File: src/rtl/seq_detector_param_pkg.sv
// rtl/seq_detector_param_pkg.sv - shared state encoding and length clamp helper for seq_detector_param
package seq_detector_param_pkg;

    typedef enum logic [1:0] {
        S_IDLE = 2'd0,
        S_FILL = 2'd1,
        S_DET  = 2'd2
    } state_t;

    localparam int unsigned MIN_LEN = 1;

    // Programmed length 0 behaves as 1; anything above the window size is clamped.
    function automatic int unsigned eff_len(input int unsigned raw, input int unsigned max_len);
        if (raw < MIN_LEN) begin
            return MIN_LEN;
        end
        if (raw > max_len) begin
            return max_len;
        end
        return raw;
    endfunction

endpackage

File: src/rtl/seq_det_window.sv
// rtl/seq_det_window.sv - bit history shift register with length-masked pattern compare
//   i_clk, i_rstn  : clock, asynchronous active-low reset
//   i_shift        : accept i_seq into the history this edge
//   i_clr          : synchronous history clear (wins over i_shift)
//   i_seq          : serial bit
//   i_pattern      : latched pattern, bit [len-1] first received
//   i_len          : effective length (1..PAT_W)
//   i_full_next    : window holds len bits once this bit is accepted
//   o_hit          : combinational match for the bit being accepted now
module seq_det_window #(
    parameter int PAT_W = 8,
    parameter int LEN_W = $clog2(PAT_W + 1)
) (
    input  logic             i_clk,
    input  logic             i_rstn,
    input  logic             i_shift,
    input  logic             i_clr,
    input  logic             i_seq,
    input  logic [PAT_W-1:0] i_pattern,
    input  logic [LEN_W-1:0] i_len,
    input  logic             i_full_next,
    output logic             o_hit
);

    logic [PAT_W-1:0] hist_q;
    logic [PAT_W-1:0] hist_d;
    logic [PAT_W-1:0] hist_shift;
    logic [PAT_W-1:0] mask;

    always_comb begin
        hist_shift = {hist_q[PAT_W-2:0], i_seq};
        hist_d     = hist_q;
        if (i_clr) begin
            hist_d = '0;
        end else if (i_shift) begin
            hist_d = hist_shift;
        end
    end

    // Only the youngest len bits take part in the compare.
    always_comb begin
        mask = '0;
        for (int i = 0; i < PAT_W; i++) begin
            mask[i] = (LEN_W'(i) < i_len);
        end
    end

    assign o_hit = i_shift && !i_clr && i_full_next &&
                   (((hist_shift ^ i_pattern) & mask) == '0);

    always_ff @(posedge i_clk or negedge i_rstn) begin
        if (!i_rstn) begin
            hist_q <= '0;
        end else begin
            hist_q <= hist_d;
        end
    end

endmodule

File: src/rtl/seq_detector_param.sv
// rtl/seq_detector_param.sv - runtime-programmable serial pattern detector with saturating match count
//   i_clk, i_rstn   : clock, asynchronous active-low reset
//   i_en            : enable; IDLE->FILL latches pattern/length/overlap
//   i_pattern       : pattern, bit [len-1] first received
//   i_pat_len       : pattern length (0 acts as 1, >PAT_W clamped)
//   i_overlap       : 1 overlapping, 0 non-overlapping detection
//   i_seq, i_valid  : serial bit and its qualifier
//   i_clr           : synchronous clear of history, fill and counter
//   o_match         : registered one-cycle match pulse
//   o_match_cnt     : saturating match count
//   o_busy          : state is not S_IDLE
//   o_match_early   : combinational match, present only with SEQDET_MEALY_EN
module seq_detector_param
    import seq_detector_param_pkg::*;
#(
    parameter  int PAT_W = 8,
    parameter  int CNT_W = 8,
    localparam int LEN_W = $clog2(PAT_W + 1)
) (
    input  logic             i_clk,
    input  logic             i_rstn,
    input  logic             i_en,
    input  logic [PAT_W-1:0] i_pattern,
    input  logic [LEN_W-1:0] i_pat_len,
    input  logic             i_overlap,
    input  logic             i_seq,
    input  logic             i_valid,
    input  logic             i_clr,
    output logic             o_match,
    output logic [CNT_W-1:0] o_match_cnt,
    output logic             o_busy
`ifdef SEQDET_MEALY_EN
    ,
    output logic             o_match_early
`endif
);

    state_t           state_q, state_d;
    logic [LEN_W-1:0] fill_q, fill_d;
    logic [LEN_W-1:0] len_q, len_d;
    logic [PAT_W-1:0] pat_q, pat_d;
    logic             ovl_q, ovl_d;
    logic             match_q, match_d;
    logic [CNT_W-1:0] cnt_q, cnt_d;

    logic [LEN_W-1:0] len_clamped;
    logic [LEN_W-1:0] fill_inc;
    logic             running;
    logic             shift;
    logic             hist_clr;
    logic             full_next;
    logic             hit;

    assign running     = (state_q != S_IDLE);
    assign shift       = running && i_en && i_valid && !i_clr;
    assign hist_clr    = !i_en || i_clr;
    assign len_clamped = LEN_W'(eff_len(32'(i_pat_len), PAT_W));
    assign fill_inc    = (fill_q >= len_q) ? len_q : fill_q + LEN_W'(1);
    assign full_next   = (fill_inc == len_q);

    seq_det_window #(
        .PAT_W (PAT_W),
        .LEN_W (LEN_W)
    ) u_window (
        .i_clk       (i_clk),
        .i_rstn      (i_rstn),
        .i_shift     (shift),
        .i_clr       (hist_clr),
        .i_seq       (i_seq),
        .i_pattern   (pat_q),
        .i_len       (len_q),
        .i_full_next (full_next),
        .o_hit       (hit)
    );

    always_comb begin
        state_d = state_q;
        fill_d  = fill_q;
        len_d   = len_q;
        pat_d   = pat_q;
        ovl_d   = ovl_q;
        cnt_d   = cnt_q;
        match_d = 1'b0;

        if (!i_en) begin
            state_d = S_IDLE;
            fill_d  = '0;
            if (i_clr) begin
                cnt_d = '0;
            end
        end else if (state_q == S_IDLE) begin
            pat_d   = i_pattern;
            len_d   = len_clamped;
            ovl_d   = i_overlap;
            fill_d  = '0;
            state_d = S_FILL;
            if (i_clr) begin
                cnt_d = '0;
            end
        end else if (i_clr) begin
            fill_d  = '0;
            cnt_d   = '0;
            state_d = S_FILL;
        end else if (i_valid) begin
            fill_d = fill_inc;
            if (hit) begin
                match_d = 1'b1;
                if (!(&cnt_q)) begin
                    cnt_d = cnt_q + CNT_W'(1);
                end
            end
            // Non-overlap restarts the window so the accepting bit is not reused.
            if (hit && !ovl_q) begin
                fill_d  = '0;
                state_d = S_FILL;
            end else if (full_next) begin
                state_d = S_DET;
            end
        end
    end

    always_ff @(posedge i_clk or negedge i_rstn) begin
        if (!i_rstn) begin
            state_q <= S_IDLE;
            fill_q  <= '0;
            len_q   <= LEN_W'(1);
            pat_q   <= '0;
            ovl_q   <= 1'b0;
            match_q <= 1'b0;
            cnt_q   <= '0;
        end else begin
            state_q <= state_d;
            fill_q  <= fill_d;
            len_q   <= len_d;
            pat_q   <= pat_d;
            ovl_q   <= ovl_d;
            match_q <= match_d;
            cnt_q   <= cnt_d;
        end
    end

    assign o_match     = match_q;
    assign o_match_cnt = cnt_q;
    assign o_busy      = running;
`ifdef SEQDET_MEALY_EN
    assign o_match_early = hit;
`endif

endmodule

File: config.mk
export PLATFORM = sky130hd
export DESIGN_NAME = seq_detector_param
export DESIGN_NICKNAME = d
export VERILOG_FILES = /design/src/rtl/seq_detector_param_pkg.sv /design/src/rtl/seq_det_window.sv /design/src/rtl/seq_detector_param.sv
export SDC_FILE = /design/constraint.sdc
export NUM_CORES = 1
export LEC_CHECK = 0
export BUFFER_PORTS_ARGS = -buffer_cell sky130_fd_sc_hd__buf_2
export CAP_MARGIN = 20
export CORE_UTILIZATION = 50
export DETAILED_ROUTE_END_ITERATION = 10
export GPL_TIMING_DRIVEN = 0
export HOLD_SLACK_MARGIN = 0.06
export PLACE_DENSITY = 0.71
export REMOVE_ABC_BUFFERS = 1
export SLEW_MARGIN = 10
export SYNTH_ARGS = -nofsm -noshare
export SYNTH_HDL_FRONTEND = slang
export SYNTH_HIERARCHICAL = 1
export SYNTH_SLANG_ARGS = --single-unit
File: constraint.sdc
create_clock -name i_clk -period 4.6 [get_ports i_clk]
set_input_delay 0.23 -clock i_clk [delete_from_list [all_inputs] [get_ports i_clk]]
set_output_delay 0.23 -clock i_clk [all_outputs]
set_load 0.01 [all_outputs]
==> flow_summary.json <==
{
  "final_antenna_net_count": 0,
  "rows": 22,
  "grt_pass1_vias": 1515,
  "worstRegToRegCells": 14,
  "holdPathStages": 2,
  "die_h_um": 64.6,
  "ys_seq_elements": 35,
  "core_area_mm2": 0.00372,
  "clock_path_buffers": 2,
  "floorplan.die.width_um": 64.6,
  "cts_sinks": 35,
  "rrSetupSlack_ns": 1.57,
  "skew_ns": 0.00758,
  "fmax_ghz": 0.330,
  "power_frac_clock": 0.300,
  "synth_top_family_by_area": "simple AND/OR/NAND/NOR gates",
  "syn_area_mm2": 0.00196,
  "num_antenna_cells": 0,
  "synth_edf_count": 0,
  "cts_max_level": 2,
  "cts-root-buf": "clkbuf_8",
  "tns_ns": 0,
  "avgRoutedWirePerCell_um": 14.0,
  "start_kind": "flop",
  "gp_congestion": 0.789,
  "worst_slack_ns": 1.57,
  "nets": 245,
  "grt_pass1_wl_um": 6820,
  "grt_overflow_total": 0,
  "hold_viol_final": 0,
  "path_max_fanout": 8,
  "rsz0062_at_grt": "no",
  "viasPerCell": 5.44,
  "fin_crit_ns": 3.03,
  "numCtsBuffers": 5,
  "wirelength_um": 3770,
  "synthTopCellsByArea": "dfrtp_1, mux2i_1, xnor2_1",
  "num_io_pins": 29,
  "synth_mux_area_frac": 0.119,
  "ys_async_sr_fraction": 1.00,
  "period_share": 0.660,
  "antenna_found_initial": 0,
  "cts_tree": "yes",
  "post_dp_cell_area_mm2": 0.00214,
  "cellPowerDensity_mw_per_mm2": 319,
  "vias": 1464,
  "synth_compound_area_frac": 0.103,
  "drv_slew": 0,
  "clock_latency_ns": 0.29,
  "post-place-ws_ns": 1.57,
  "drive_gt1_frac": 0.249,
  "pwr-share-seq": 0.506,
  "drc_errors": 0,
  "portBuffers": 28,
  "yosys.area_share.simple": 0.178,
  "syn-instance-count": 188,
  "status": "finished clean",
  "cts_resized": 0,
  "relSlewSlack": 0.379,
  "synthAdderAreaFrac": 0.0383,
  "worst_setup_path_end_kind": "flop",
  "irDropWorstVdd_v": 0.000205,
  "synth_area_leader_cell": "dfrtp_1",
  "grt_max_degree": 36,
  "netlist.area_leader.share": 0.434,
  "start_util": 0.527,
  "switching_share": 0.283,
  "tightest_slew_ns": 0.927,
  "p_switching_uw": 201,
  "crit_arrival_ns": 3.20,
  "ys_seq_area_frac": 0.448,
  "cts.clk_slew.worst_paths_ns": 0.07,
  "synth_cell_types": 45,
  "synthXorXnorAreaFrac": 0.0894,
  "syn_area_per_cell_um2": 10.4,
  "yosysWarningCount": 6,
  "max_cap_viol_count": 0,
  "drtIter0Drc": 93,
  "required_ns": 4.76,
  "finalSetupViolations": 0,
  "final_area_mm2": 0.00223,
  "drt_pass1_iterations": 4,
  "die_area_mm2": 0.00417,
  "power_frac_comb": 0.194,
  "p_leak_uw": 0.000984,
  "synth_flop_cell": "dfrtp_1",
  "areaGrowthSynthToFinish_pct": 13.9,
  "internal_power_uw": 509,
  "grt_util_all_layers": 0.214,
  "hold_path.class": "in -> reg",
  "critical_path_class": "reg -> reg",
  "hpwl_um": 2770
}
## power groups by stage
stage                     logic (uW)  registers (uW)  clock network, uW
final                            138             360                213
after global placement           131             364                  0
after detailed placement         138             366                  0
after CTS                        139             360                218
after floorplan                  103             357                  0
after global routing             153             364                229
## through the flow
step                total power [uW]  std cells  hold WS (ns)  utilization
CTS                              716        269         0.130        0.600
global placement                 495        260         0.333        0.576
detailed placement               503        260         0.356        0.576
finish                           711        269         0.132        0.600
floorplan                        460        184       -0.0656            -
global route                     747        269         0.139        0.600
## timing repair
action,CTS,global route
hold endpoints to repair,34,0
buffers inserted,0,0
hold buffers,1,0
## per-layer routing
metal  wire [um]  vias to the layer above  track usage
met1        1720                      712        0.251
met3         121                        4       0.0528
met5           0                        -            0
met4          31                        0       0.0667
li1            -                      719            -
met2        1900                       29        0.380
## critical path, cell delays in order, from the launching register on
cell and delay [ns]:
dfrtp_1 0.43, inv_1 0.09, ha_1 0.28, nand2b_4 0.12
a2111oi_4 0.07, a21oi_2 0.38, nand2b_1 0.18, nand2_1 0.05
a211oi_1 0.22, and3_1 0.26, o2111ai_2 0.18, a31oi_4 0.30
nand2_1 0.11, xor2_1 0.17, nor2_1 0.06
## flip-flops by register name, indices dropped and copies added, names as in the netlist
name,cells
o_match_cnt,8
pat_q,8
u_window/hist_q,7
fill_q,4
len_q,4
state_q,2
o_match,1
ovl_q,1
## cells in the final DEF (no fill, tap or decap), drive strengths merged, types with 2 or more instances in the layout
cell type / count
nor3b: 2
nand2: 16
ha: 6
inv: 8
o31ai: 2
nand2b: 6
xnor2: 13
a21oi: 4
o21ai: 8
mux2: 10
a31oi: 2
o221ai: 2
dfrtp: 34
nand4: 3
nor2b: 2
mux2i: 12
and3: 5
buf: 28
nor2: 24
clkbuf: 7
nand3: 2
xor2: 7
nor3: 5
## path summary, 6_finish.rpt
path                                        from                          to
min                                 i_pat_len[3]        len_q[0]$_DFFE_PN1P_
min in group asynchronous                 i_rstn       fill_q[3]$_DFFE_PN0P_
max                        fill_q[0]$_DFFE_PN0P_  o_match_cnt[2]$_DFFE_PN0P_
max reg2reg                fill_q[0]$_DFFE_PN0P_  o_match_cnt[2]$_DFFE_PN0P_
min reg2reg                 pat_q[3]$_DFFE_PN0P_        pat_q[3]$_DFFE_PN0P_
max in group asynchronous                 i_rstn  o_match_cnt[0]$_DFFE_PN0P_
## area by class of cell
type	count	area, um2
fillers	331	1490
multi-input cells	141	1030
flip-flops and latches	35	877
repair buffers	29	150
clock buffers	7	76.3
well taps	48	60.1
inverters	8	30.0
clock inverters	1	5.00
## synthesized netlist by cell type, types with 3 or more instances
library cell,count
nor3_1,5
nand2b_1,4
and3_1,5
nor2_1,23
xor2_1,7
mux2i_1,12
dfrtp_1,34
mux2_2,10
ha_1,6
inv_1,8
nand4_1,3
o21ai_0,5
xnor2_1,13
nand2_1,15
a21oi_1,3
## cell families (layout without fill, tap and decap cells)
group	count (synthesis)	count (layout)
AND/OR/NAND/NOR	69	69
flip-flops	35	35
AO/OA/AOI/OAI	24	24
multiplexers	22	22
XOR/XNOR	20	20
buffers and inverters	12	45
adder cells (fa/ha/maj)	6	6
(Power assumes the default switching activity.)
